### src/rtl/sync_fifo_if.sv
// Handshake bundle between a synchronous FIFO and its user.
// The master side pushes and pops; the slave side is the FIFO itself.
`timescale 1ns/1ps
interface sync_fifo_if #(
  parameter int ADDRSIZE = 4,
  parameter int DATASIZE = 8
);
  logic                wpush;
  logic [DATASIZE-1:0] wdata;
  logic                rpop;
  logic [DATASIZE-1:0] rdata;
  logic                rvalid;
  logic                wfull;
  logic                rempty;
  logic                afull;
  logic                aempty;
  logic [ADDRSIZE:0]   count;
  logic                overflow;
  logic                underflow;

  modport master (
    output wpush, wdata, rpop,
    input  rdata, rvalid, wfull, rempty, afull, aempty, count, overflow, underflow
  );

  modport slave (
    input  wpush, wdata, rpop,
    output rdata, rvalid, wfull, rempty, afull, aempty, count, overflow, underflow
  );
endinterface

### src/rtl/sync_fifo.sv
// Single-clock FIFO with registered full/empty/almost flags, occupancy and sticky error flags.
// Define SYNC_FIFO_FWFT_EN for first-word-fall-through reads; standard registered reads otherwise.
`timescale 1ns/1ps
module sync_fifo #(
  parameter int ADDRSIZE  = 4,
  parameter int DATASIZE  = 8,
  parameter int AFULL_TH  = 14,
  parameter int AEMPTY_TH = 2
) (
  input logic       clk,
  input logic       rst,
  sync_fifo_if.slave fifo
);
  localparam int DEPTH = 2**ADDRSIZE;

  typedef logic [ADDRSIZE:0]   ptr_t;
  typedef logic [ADDRSIZE-1:0] addr_t;

  localparam ptr_t AFULL_V  = ptr_t'(AFULL_TH);
  localparam ptr_t AEMPTY_V = ptr_t'(AEMPTY_TH);
  localparam ptr_t FULL_XOR = ptr_t'(DEPTH);

  logic [DATASIZE-1:0] r_mem [DEPTH];
  ptr_t                r_wptr;
  ptr_t                r_rptr;
  ptr_t                r_count;
  logic                r_wfull;
  logic                r_rempty;
  logic                r_afull;
  logic                r_aempty;
  logic                r_overflow;
  logic                r_underflow;
  logic [DATASIZE-1:0] r_rdata;
  logic                r_rvalid;

  logic                w_push_ok;
  logic                w_pop_ok;
  ptr_t                w_wptr_nxt;
  ptr_t                w_rptr_nxt;
  ptr_t                w_count_nxt;
  logic                w_rempty_nxt;
  logic                w_wfull_nxt;
  addr_t               w_waddr;
  addr_t               w_raddr;
  addr_t               w_raddr_nxt;

  // NOTE: every signal gets a default at the top of always_comb so no path can infer a latch.
  always_comb begin
    w_push_ok    = fifo.wpush & ~r_wfull;
    w_pop_ok     = fifo.rpop & ~r_rempty;
    w_wptr_nxt   = r_wptr + ptr_t'(w_push_ok);
    w_rptr_nxt   = r_rptr + ptr_t'(w_pop_ok);
    w_count_nxt  = w_wptr_nxt - w_rptr_nxt;
    w_rempty_nxt = (w_wptr_nxt == w_rptr_nxt);
    w_wfull_nxt  = ((w_wptr_nxt ^ w_rptr_nxt) == FULL_XOR);
    w_waddr      = r_wptr[ADDRSIZE-1:0];
    w_raddr      = r_rptr[ADDRSIZE-1:0];
    w_raddr_nxt  = w_rptr_nxt[ADDRSIZE-1:0];
  end

  // NOTE: storage has no reset on purpose; only pointers and flags define validity, so clearing RAM is wasted logic.
  always_ff @(posedge clk) begin
    if (!rst && w_push_ok) begin
      r_mem[w_waddr] <= fifo.wdata;
    end
  end

  // NOTE: all state below uses non-blocking assignments so every register samples pre-edge values.
  always_ff @(posedge clk) begin
    if (rst) begin
      r_wptr      <= '0;
      r_rptr      <= '0;
      r_count     <= '0;
      r_wfull     <= 1'b0;
      r_rempty    <= 1'b1;
      r_afull     <= 1'b0;
      r_aempty    <= 1'b1;
      r_overflow  <= 1'b0;
      r_underflow <= 1'b0;
      r_rdata     <= '0;
      r_rvalid    <= 1'b0;
    end else begin
      r_wptr   <= w_wptr_nxt;
      r_rptr   <= w_rptr_nxt;
      r_count  <= w_count_nxt;
      r_wfull  <= w_wfull_nxt;
      r_rempty <= w_rempty_nxt;
      r_afull  <= (w_count_nxt >= AFULL_V);
      r_aempty <= (w_count_nxt <= AEMPTY_V);
      if (fifo.wpush && r_wfull) r_overflow  <= 1'b1;
      if (fifo.rpop && r_rempty) r_underflow <= 1'b1;
`ifdef SYNC_FIFO_FWFT_EN
      // The next head may be the word being written this very edge, so forward it.
      if (!w_rempty_nxt) begin
        if (w_push_ok && (w_waddr == w_raddr_nxt)) r_rdata <= fifo.wdata;
        else                                       r_rdata <= r_mem[w_raddr_nxt];
      end
      r_rvalid <= ~w_rempty_nxt;
`else
      if (w_pop_ok) r_rdata <= r_mem[w_raddr];
      r_rvalid <= w_pop_ok;
`endif
    end
  end

`ifndef SYNC_FIFO_FWFT_EN
  logic w_unused;
  assign w_unused = ^w_raddr_nxt;
`endif

  assign fifo.rdata     = r_rdata;
  assign fifo.rvalid    = r_rvalid;
  assign fifo.wfull     = r_wfull;
  assign fifo.rempty    = r_rempty;
  assign fifo.afull     = r_afull;
  assign fifo.aempty    = r_aempty;
  assign fifo.count     = r_count;
  assign fifo.overflow  = r_overflow;
  assign fifo.underflow = r_underflow;
endmodule

### src/flat_wrapper.sv
// flat-port wrapper written by rule: the top's interface ports become plain ports
module sync_fifo_flat 
#(
  parameter int ADDRSIZE  = 4,
  parameter int DATASIZE  = 8,
  parameter int AFULL_TH  = 14,
  parameter int AEMPTY_TH = 2
)
  (clk, rst, fifo_wpush, fifo_wdata, fifo_rpop, fifo_rdata, fifo_rvalid, fifo_wfull, fifo_rempty, fifo_afull, fifo_aempty, fifo_count, fifo_overflow, fifo_underflow);
  sync_fifo_if #(.ADDRSIZE(ADDRSIZE), .DATASIZE(DATASIZE)) fifo_i ();
  input logic clk;
  input logic rst;
  input wire logic [$bits(fifo_i.wpush)-1:0] fifo_wpush;
  input wire logic [$bits(fifo_i.wdata)-1:0] fifo_wdata;
  input wire logic [$bits(fifo_i.rpop)-1:0] fifo_rpop;
  output wire logic [$bits(fifo_i.rdata)-1:0] fifo_rdata;
  output wire logic [$bits(fifo_i.rvalid)-1:0] fifo_rvalid;
  output wire logic [$bits(fifo_i.wfull)-1:0] fifo_wfull;
  output wire logic [$bits(fifo_i.rempty)-1:0] fifo_rempty;
  output wire logic [$bits(fifo_i.afull)-1:0] fifo_afull;
  output wire logic [$bits(fifo_i.aempty)-1:0] fifo_aempty;
  output wire logic [$bits(fifo_i.count)-1:0] fifo_count;
  output wire logic [$bits(fifo_i.overflow)-1:0] fifo_overflow;
  output wire logic [$bits(fifo_i.underflow)-1:0] fifo_underflow;
  assign fifo_i.wpush = fifo_wpush;
  assign fifo_i.wdata = fifo_wdata;
  assign fifo_i.rpop = fifo_rpop;
  assign fifo_rdata = fifo_i.rdata;
  assign fifo_rvalid = fifo_i.rvalid;
  assign fifo_wfull = fifo_i.wfull;
  assign fifo_rempty = fifo_i.rempty;
  assign fifo_afull = fifo_i.afull;
  assign fifo_aempty = fifo_i.aempty;
  assign fifo_count = fifo_i.count;
  assign fifo_overflow = fifo_i.overflow;
  assign fifo_underflow = fifo_i.underflow;
  sync_fifo #(.ADDRSIZE(ADDRSIZE), .DATASIZE(DATASIZE), .AFULL_TH(AFULL_TH), .AEMPTY_TH(AEMPTY_TH)) u_core (.clk(clk), .rst(rst), .fifo(fifo_i));
endmodule
### config.mk
export PLATFORM = sky130hd
export DESIGN_NAME = sync_fifo_flat
export DESIGN_NICKNAME = d
export VERILOG_FILES = /design/src/rtl/sync_fifo_if.sv /design/src/rtl/sync_fifo.sv /design/src/flat_wrapper.sv
export SDC_FILE = /design/constraint.sdc
export NUM_CORES = 1
export LEC_CHECK = 0
export ABC_AREA = 1
export ABC_CLOCK_PERIOD_IN_PS = 1900
export CAP_MARGIN = 10
export CORE_ASPECT_RATIO = 1.25
export CORE_MARGIN = 2
export CORE_UTILIZATION = 54
export CTS_CLUSTER_DIAMETER = 150
export DETAILED_ROUTE_END_ITERATION = 10
export GPL_TIMING_DRIVEN = 0
export PLACE_DENSITY = 0.8
export SYNTH_ARGS = -nofsm -noshare
export SYNTH_HDL_FRONTEND = slang
export SYNTH_SLANG_ARGS = --single-unit
### constraint.sdc
create_clock -name clk -period 1.9 [get_ports clk]
set_input_delay 0.475 -clock clk [delete_from_list [all_inputs] [get_ports clk]]
set_output_delay 0.475 -clock clk [all_outputs]
set_load 0.05 [all_outputs]
=== Word-level counts from Yosys, hierarchy flattened ===
Memories as Yosys holds them, arrays and structs flattened. A register that Yosys moved wholly into a read port is not among the register bits.
Index checks and enable logic that the tools add are counted.
Widths: inputs -> output; s select.

* Register bits after elaboration: 22
* Memories kept: 1
* Input bits: 12
* Logic and storage cells: 29
* Memory bits (writable): 128

* Bitwise operators: 5
* Muxes and demuxes: 2
* Eq/ne operators: 2
* Magnitude comparators: 2
* Reductions and logical operators: 4
* $add $sub $neg: 3

{| class="wikitable"
|+ Memories
! name !! depth !! width !! read ports !! clocked after Yosys merged registers in !! write ports !! line !! source
|-
| u_core.r_mem || 16 || 8 || 1 || 1 || 1 || sync_fifo.sv:23 || <nowiki>logic [DATASIZE-1:0] r_mem [DEPTH];</nowiki>
|}

{| class="wikitable"
|+ Operators by type and width
! kind !! count
|-
| $add 5x1->5 || 2
|-
| $eq 5x5->1 || 1
|-
| $eq 5x5->1 const B || 1
|-
| $ge 5x4->1 const B || 1
|-
| $le 5x2->1 const B || 1
|-
| $sub 5x5->5 || 1
|-
| $xor 5x5->5 || 1
|-
| $logic_and 1x1->1 || 3
|-
| $and 1x1->1 || 2
|-
| $mux 1 || 2
|-
| $not 1->1 || 2
|-
| $logic_not 1->1 || 1
|}

=== Logic depth before layout (Yosys ltp) ===
Gate-level depths: netlist of the first run.

* Word-level depth: 5
* Mapped depth: 19
* Gate-level depth less buffers: 19

=== Least setup slack after synthesis of the first run ===
OpenSTA, ideal clock, no wires.

* Kind: reg2reg
* Start point: register u_core.r_wfull, in the netlist u_core.fifo.wfull
* End point: register u_core.r_aempty, in the netlist u_core.fifo.aempty
* Required time: 1.791 ns
* Cell stages (with the launch flop): 19
* Period minus slack after synthesis: 2.299 ns
* Arrival: 2.190 ns
* Path slack: -0.399 ns
* Setup time: 0.109 ns
* Cell sequence: dfxtp_1 inv_1 nand2_1 nor2_1 ha_1 inv_1 nand3_1 and2_1 ha_1 inv_1 nand2_2 inv_1 nand2_1 nand2_1 nor2_1 nand2_1 nand2_1 nand2_1 inv_1

* Word-level cells in the longest chain between the ends: 5

{| class="wikitable"
|+ RTL lines
! what !! line !! source
|-
| from (decl) || sync_fifo.sv:27 || <nowiki>logic r_wfull;</nowiki>
|-
| from (signal assigned) || sync_fifo.sv:86 || <nowiki>r_wfull <= w_wfull_nxt;</nowiki>
|-
| $not 1->1 || sync_fifo.sv:49 || <nowiki>w_push_ok = fifo.wpush & ~r_wfull;</nowiki>
|-
| $and 1x1->1 || sync_fifo.sv:49 ||
|-
| $add 5x1->5 || sync_fifo.sv:51 || <nowiki>w_wptr_nxt = r_wptr + ptr_t'(w_push_ok);</nowiki>
|-
| named net u_core.w_wptr_nxt[1] || sync_fifo.sv:38 || <nowiki>ptr_t w_wptr_nxt;</nowiki>
|-
| $sub 5x5->5 || sync_fifo.sv:53 || <nowiki>w_count_nxt = w_wptr_nxt - w_rptr_nxt;</nowiki>
|-
| $le 5x2->1 || sync_fifo.sv:89 || <nowiki>r_aempty <= (w_count_nxt <= AEMPTY_V);</nowiki>
|-
| to (signal assigned) || sync_fifo.sv:89 ||
|-
| to (decl) || sync_fifo.sv:30 || <nowiki>logic r_aempty;</nowiki>
|}

The timed path passes the listed nets, and every way through them passes these cells.
A chain may end at the register's enable or synchronous reset.

==> results.md, run 1 <==
* Run status: finished with violations
* Violations in the final reports: setup timing
* Post-detailed-route via-to-cell ratio at 5.82
* Simple-gate portion of the synthesized area at 15.2%
* Max Clock Skew at 0.00701 ns
* Compound-Gate Fraction of Synth Area at 10.3%
* Diode count at 0
* Pin slew with the least headroom to its limit at 0.730 ns
* Critical Path Sink Type: flop
* Commonest non-fill, non-tap cell in the layout: sky130_fd_sc_hd__edfxtp_1
* CP max-delay cell: sky130_fd_sc_hd__o221ai_1
* Worst r2r path cells at 10
* Parity-gate share of the synthesized area counting xor and xnor cells at 0.410%
* Placed instance count at 764
* Number of instances in the synthesized netlist at 573
* Adder and majority cell fraction of the synthesized area at 0.586%
* Number of primary I/O pins at 32
* Worst Hold Class: in2reg
* Netlist cell types at 29
* Total Neg Setup Slack at -0.0128 ns
* Cells along the critical path: buf_8 > buf_4 > buf_4 > clkbuf_4 > nor2_1 > o221ai_1 > nand3_1 > nand3_1 > nand2_1 > inv_1
* Classification of the worst setup path: reg2reg
* Horizontal extent of the die at 101 um
* Final net count at 645
* Nature of the critical path startpoint: flop
* Maximum fanout encountered on the critical timing path at 11
* Highest-count cells in the layout ignoring fill and taps: 128 x sky130_fd_sc_hd__edfxtp_1, 101 x sky130_fd_sc_hd__nor2_1, 66 x sky130_fd_sc_hd__o21ai_0
* Fraction of final layout cells with drive strength greater than 1 at 18.2%
* Synthesized cell area at 0.00641 sq mm
* Count of final setup violators at 1
* Endpoint required time on the critical path at 2.27 ns
* Max-slew violations at 0
* Fraction of the yosys area taken by sequential cells at 69.4%
* Number of global-route vias before repair at 4593
* Synthesis Warnings at 0
* Peak ir drop on the vdd network at 0.567 mV
* First-pass iteration count of the detailed router at 6
* Sinks on the clock net at 158
* Hold buffers post-CTS at 0
* Post-route insts no fill at 804
* Maximum number of pins on one net before global-route repair at 17
* Max-Cap Viols at 0
* Total of buffers placed on input and output ports at 30
* Critical path arrival at 2.29 ns
* Setup WS post-layout at -0.0128 ns
* Worst max-slew margin expressed relative to the limit at 51.2%
* Global-route usage over all layers at 25.6%
* Number of vias in the routed layout at 4683
* Largest stage delay on the critical path at 0.34 ns
* Clock slew at the register clock pins of the worst setup and hold paths at 0.06 ns
* Global placement routability congestion at 0.912
* Std-Cell Rows at 44
* Leftover overflow at the end of global routing at 0
* Overall Power at 8.63 mW
* Power Density at 1100 mW/mm^2
* DP Wirelength at 10.2 mm
* Endpoints failing hold at 0
* Final routed wirelength across all metal layers at 15.9 mm
* Detailed-route DRC error count at 0
* Unrepaired setup endpoints after global routing: yes
* Per-cell routed wire length at 19.8 um
* Crit. Startpoint: u_core.r_rptr[0]
* Total of flip-flops plus latches after synthesis at 158
* Wire length of the first global-routing pass at 23.9 mm
* Worst Min Path Start: fifo_rpop
* Chip Height at 126 um
* Starting Density at 55.2%
* Mean instance size in the synthesized netlist at 11.2 sq um
* Final worst path period need at 1.91 ns
* Synthesis-to-layout area growth at 22.2%
* Skew-Pair Late Insertion Delay at 0.42 ns
* Final critical-path share of the clock period at 101%
* Main combinational cell family by area after synthesis: simple AND/OR/NAND/NOR gates
* Root buffer selected by CTS: sky130_fd_sc_hd__clkbuf_16
* Total clock buffers created by CTS at 17
* Die Footprint at 0.0128 sq mm
* Filler Cells Inserted at 781
* CTS tree: done
* Peak clock frequency supported by timing at 523 MHz
* Number of DRC markers in iteration 0 at 563
* Buffer depth of the longest clock path at 2
* H-tree depth at 4
* Initial antenna violation count at 0
* Remaining antenna violation count after routing at 0
* Mapped Nets at 588
* Crit Reg-Reg Startpoint: u_core.r_rptr[0]
* Instance count along the most critical hold path at 3
* Cell leakage power at 2.88 nW
* Mux cell area share after synthesis at 0%
* Floorplan core area at 0.0116 sq mm
timing repair:
| action | in CTS | in global routing |
|---|---|---|
| endpoints found under the hold margin | 0 | 0 |
| pin swaps | 4 | 9 |
| setup buffers | 4 | 6 |
| endpoints found under the setup margin | 161 | 88 |
| gates resized for setup | 55 | 45 |
cell type report:
cell class / count / area, sq um / area share [%]
clock buffer: 17 / 425 / 5.43
timing repair buffer: 40 / 344 / 4.39
clock inverter: 15 / 186 / 2.38
buffer: 27 / 158 / 2.01
sequential: 158 / 4460 / 56.9
inverter: 39 / 164 / 2.09
multi-input combinational: 347 / 1900 / 24.2
tap: 161 / 201 / 2.57
cells by family after synthesis:
kind of cell | after synthesis
AND/OR/NAND/NOR | 229
AO/OA/AOI/OAI | 112
flip-flops | 158
buffers and inverters | 68
adder cells (fa/ha/maj) | 3
XOR/XNOR | 3
metal layers:
layer	wire length (um)	global-route usage, %	up-vias
met2	8110	42.5	287
li1	-	-	2130
met4	955	16.2	0
met3	1290	5.94	64
met5	0	0	-
met1	5550	29.6	2202
worst paths after layout:
path              slack (ns)               endpoint
setup reg to reg       -0.01   u_core.fifo.rdata[5]
setup / recovery       -0.01   u_core.fifo.rdata[5]
hold reg to reg         0.47   u_core.fifo.overflow
hold / removal          0.42  u_core.fifo.underflow
cell usage after synthesis:
library cell	instances	share of area (%)
sky130_fd_sc_hd__nor2_8	1	0.31
sky130_fd_sc_hd__inv_2	2	0.12
sky130_fd_sc_hd__edfxtp_1	128	60
sky130_fd_sc_hd__nor2_1	118	6.9
sky130_fd_sc_hd__buf_1	1	0.059
sky130_fd_sc_hd__dfxtp_1	30	9.4
sky130_fd_sc_hd__nand3_2	1	0.16
sky130_fd_sc_hd__clkinv_1	1	0.059
sky130_fd_sc_hd__xor2_1	2	0.27
sky130_fd_sc_hd__nand2_1	60	3.5
sky130_fd_sc_hd__nand4_1	2	0.20
sky130_fd_sc_hd__ha_1	3	0.59
sky130_fd_sc_hd__o22ai_1	4	0.39
sky130_fd_sc_hd__buf_2	6	0.47
sky130_fd_sc_hd__o221ai_1	24	3.3
sky130_fd_sc_hd__nand3_1	36	2.8
sky130_fd_sc_hd__nand3_4	1	0.27
sky130_fd_sc_hd__a21oi_2	1	0.14
sky130_fd_sc_hd__nor2_2	2	0.20
sky130_fd_sc_hd__clkbuf_1	21	1.2
sky130_fd_sc_hd__inv_1	36	2.1
sky130_fd_sc_hd__xnor2_1	1	0.14
sky130_fd_sc_hd__nand2_2	7	0.68
sky130_fd_sc_hd__and2_1	1	0.098
sky130_fd_sc_hd__a21oi_1	11	0.86
sky130_fd_sc_hd__a21boi_0	1	0.12
sky130_fd_sc_hd__buf_4	1	0.12
sky130_fd_sc_hd__o21ai_1	5	0.39
sky130_fd_sc_hd__o21ai_0	66	5.2
sequential cells by signal, indices dropped and copies added (netlist names):
register / count
u_core.r_mem: 128
u_core.fifo.rdata: 8
u_core.fifo.count: 5
u_core.r_rptr: 5
u_core.r_wptr: 5
u_core.fifo.aempty: 1
u_core.fifo.afull: 1
u_core.fifo.overflow: 1
u_core.fifo.rempty: 1
u_core.fifo.rvalid: 1
u_core.fifo.underflow: 1
u_core.fifo.wfull: 1
through the flow:
step                worst slack [ns]  hold WS [ns]  area, sq um  utilization [%]
global route                  -0.152         0.472         7830             67.4
detailed placement            -0.760         0.462         6940             59.8
global placement              -0.702         0.453         6940             59.8
finish                       -0.0128         0.418         7830             67.4
CTS                          0.00746         0.472         7660             66.0
floorplan                    -0.0444         0.520         6440                -
power by group:
| group | switching [mW] | internal [mW] | total (mW) |
|---|---|---|---|
| Sequential | 0.0500 | 3.84 | 3.89 |
| Combinational | 0.887 | 0.381 | 1.27 |
| Clock | 1.39 | 2.09 | 3.48 |
critical path, delay by kind of cell (launching register included):
kind,cells,cell delay [ns]
buffers and inverters,5,0.70
and+or+nand+nor,4,0.49
AOI/OAI and AO/OA,1,0.34
DFF,1,0.33
(Power assumes the default switching activity.)
==> run 2: changes to the inputs <==
--- a/config.mk
+++ b/config.mk
@@ -15,6 +15,7 @@
 export DETAILED_ROUTE_END_ITERATION = 10
 export GPL_TIMING_DRIVEN = 0
 export PLACE_DENSITY = 0.8
+export SLEW_MARGIN = 40
 export SYNTH_ARGS = -nofsm -noshare
 export SYNTH_HDL_FRONTEND = slang
 export SYNTH_SLANG_ARGS = --single-unit
==> results of run 2 <==
No change in the layout: final DEF, timing and power equal those of run 1.
==> run 3: changes to the inputs <==
--- a/config.mk
+++ b/config.mk
@@ -6,7 +6,6 @@
 export NUM_CORES = 1
 export LEC_CHECK = 0
 export ABC_AREA = 1
-export ABC_CLOCK_PERIOD_IN_PS = 1900
 export CAP_MARGIN = 10
 export CORE_ASPECT_RATIO = 1.25
 export CORE_MARGIN = 2
@@ -15,6 +14,7 @@
 export DETAILED_ROUTE_END_ITERATION = 10
 export GPL_TIMING_DRIVEN = 0
 export PLACE_DENSITY = 0.8
+export RECOVER_POWER = 100
 export SLEW_MARGIN = 40
 export SYNTH_ARGS = -nofsm -noshare
 export SYNTH_HDL_FRONTEND = slang
==> run 3 against run 2 <==
  * The flow still finishes with violations (setup timing)
  * Setup slack unchanged
  * Clock-buffer cell count unchanged
  * Via count unchanged
  * Hold slack unchanged
  * Sequential power barely moved
  * Die area unchanged
  * Final area did not move
==> results.md, run 3 (synthesized netlist as in run 1, its figures left out) <==
* CP max-delay cell: sky130_fd_sc_hd__o221ai_1 (unchanged)
* Final routed wirelength across all metal layers at 15.9 mm (unchanged)
* Starting Density at 55.2% (unchanged)
* Number of DRC markers in iteration 0 at 563 (unchanged)
* Post-detailed-route via-to-cell ratio at 5.82 (unchanged)
* Wire length of the first global-routing pass at 23.9 mm (unchanged)
* Total of buffers placed on input and output ports at 30 (unchanged)
* Max-Cap Viols at 0 (unchanged)
* Violations in the final reports: setup timing (unchanged)
* Count of final setup violators at 1 (unchanged)
* Floorplan core area at 0.0116 sq mm (unchanged)
* Number of primary I/O pins at 32 (unchanged)
* Run status: finished with violations (unchanged)
* Number of vias in the routed layout at 4683 (unchanged)
* Largest stage delay on the critical path at 0.34 ns (about the same)
* Worst max-slew margin expressed relative to the limit at 51.2% (unchanged)
* Leftover overflow at the end of global routing at 0 (unchanged)
* Worst Hold Class: in2reg (unchanged)
* Placed instance count at 764 (unchanged)
* H-tree depth at 4 (unchanged)
* CTS tree: done (unchanged)
* Cell leakage power at 2.88 nW (about the same)
* Skew-Pair Late Insertion Delay at 0.42 ns (about the same)
* DP Wirelength at 10.2 mm (unchanged)
* Initial antenna violation count at 0 (unchanged)
* Sinks on the clock net at 158 (unchanged)
* Max-slew violations at 0 (unchanged)
* Max FFs per register at 128 (unchanged)
* Classification of the worst setup path: reg2reg (unchanged)
* Maximum fanout encountered on the critical timing path at 11 (unchanged)
* Number of global-route vias before repair at 4593 (unchanged)
* Power Density at 1100 mW/mm^2 (about the same)
* Final worst path period need at 1.91 ns (unchanged)
* Endpoints failing hold at 0 (unchanged)
* Global-route usage over all layers at 25.6% (unchanged)
* Total Neg Setup Slack at -0.0128 ns (unchanged)
* First-pass iteration count of the detailed router at 6 (unchanged)
* Root buffer selected by CTS: sky130_fd_sc_hd__clkbuf_16 (unchanged)
* Peak clock frequency supported by timing at 523 MHz (unchanged)
* Pin slew with the least headroom to its limit at 0.730 ns (unchanged)
* Die Footprint at 0.0128 sq mm (unchanged)
* Commonest non-fill, non-tap cell in the layout: sky130_fd_sc_hd__edfxtp_1 (unchanged)
* Worst Hold Margin at 0.418 ns (unchanged)
* Synthesis-to-layout area growth at 22.2% (unchanged)
* Unrepaired setup endpoints after global routing: yes (unchanged)
* Per-cell routed wire length at 19.8 um (unchanged)
* Highest-count cells in the layout ignoring fill and taps: 128 x sky130_fd_sc_hd__edfxtp_1, 101 x sky130_fd_sc_hd__nor2_1, 66 x sky130_fd_sc_hd__o21ai_0 (unchanged)
* Diode count at 0 (unchanged)
* Reg with most FFs: u_core.r_mem (unchanged)
* Nature of the critical path startpoint: flop (unchanged)
* Maximum number of pins on one net before global-route repair at 17 (unchanged)
* Clock slew at the register clock pins of the worst setup and hold paths at 0.06 ns (about the same)
* Max Clock Skew at 0.00701 ns (unchanged)
* Buffer depth of the longest clock path at 2 (unchanged)
* Total clock buffers created by CTS at 17 (unchanged)
* Critical path arrival at 2.29 ns (about the same)
* Critical Path Sink Type: flop (unchanged)
* Std-Cell Rows at 44 (unchanged)
* Worst-case setup slack after placement at -0.760 ns (unchanged)
* Horizontal extent of the die at 101 um (unchanged)
* Peak ir drop on the vdd network at 0.567 mV (about the same)
* Global placement routability congestion at 0.912 (unchanged)
* Fraction of final layout cells with drive strength greater than 1 at 18.2% (unchanged)
* Detailed-route DRC error count at 0 (unchanged)
* Post-route insts no fill at 804 (unchanged)
* Cells along the critical path: buf_8 > buf_4 > buf_4 > clkbuf_4 > nor2_1 > o221ai_1 > nand3_1 > nand3_1 > nand2_1 > inv_1 (unchanged)
* Final critical-path share of the clock period at 101% (unchanged)
* Remaining antenna violation count after routing at 0 (unchanged)
* Final net count at 645 (unchanged)
* Setup WS post-layout at -0.0128 ns (unchanged)
* Endpoint required time on the critical path at 2.27 ns (about the same)
* Chip Height at 126 um (unchanged)
run 3: worst paths after layout:
check | start | endpoint | slack (ns) | cells past startpoint
max reg2reg | u_core.r_rptr[0] | u_core.fifo.rdata[5] | -0.01 | 10
max | u_core.r_rptr[0] | u_core.fifo.rdata[5] | -0.01 | 10
min reg2reg | u_core.fifo.overflow | u_core.fifo.overflow | 0.47 | 2
min | fifo_rpop | u_core.fifo.underflow | 0.42 | 3
run 3: layout make-up:
class,count,area (sq um)
flip-flops and latches,158,4460
fillers,781,3790
multi-input cells,347,1900
clock buffers,17,425
repair buffers,40,344
well taps,161,201
clock inverters,15,186
inverters,39,164
plain buffers,27,158
run 3: where the power goes:
group | switching [mW] | internal, mW | total, mW
logic | 0.887 | 0.381 | 1.27
registers | 0.0500 | 3.84 | 3.89
clock network | 1.39 | 2.09 | 3.48
total | 2.33 | 6.31 | 8.63
run 3: stage by stage:
step / power, mW / utilization (%) / instance area [sq um]
floorplan: 4.70 / - / 6440
global placement: 5.07 / 59.8 / 6940
detailed placement: 5.11 / 59.8 / 6940
CTS: 8.54 / 66.0 / 7660
global route: 8.89 / 67.4 / 7830
finish: 8.63 / 67.4 / 7830
run 3: worst max-delay path: cells and delay by family, from the launching register on:
kind                   cells  cell delay [ns]
DFF                        1             0.33
and+or+nand+nor            4             0.49
buffers and inverters      5             0.70
AOI/OAI and AO/OA          1             0.34
run 3: timing repair:
action / 4_1_cts / 5_1_grt
pin swaps: 4 / 9
endpoints found under the setup margin: 161 / 88
cloned: 0 / 0
setup buffers: 4 / 6
hold buffers: 0 / 0
gates resized for setup: 55 / 45
run 3: layer usage:
layer / wire, um / GRT usage, % / share of wire (%) / up-vias
met5: 0 / 0 / 0 / -
met4: 955 / 16.2 / 6.0 / 0
met3: 1290 / 5.94 / 8.1 / 64
met2: 8110 / 42.5 / 51 / 287
met1: 5550 / 29.6 / 35 / 2202
li1: - / - / - / 2130
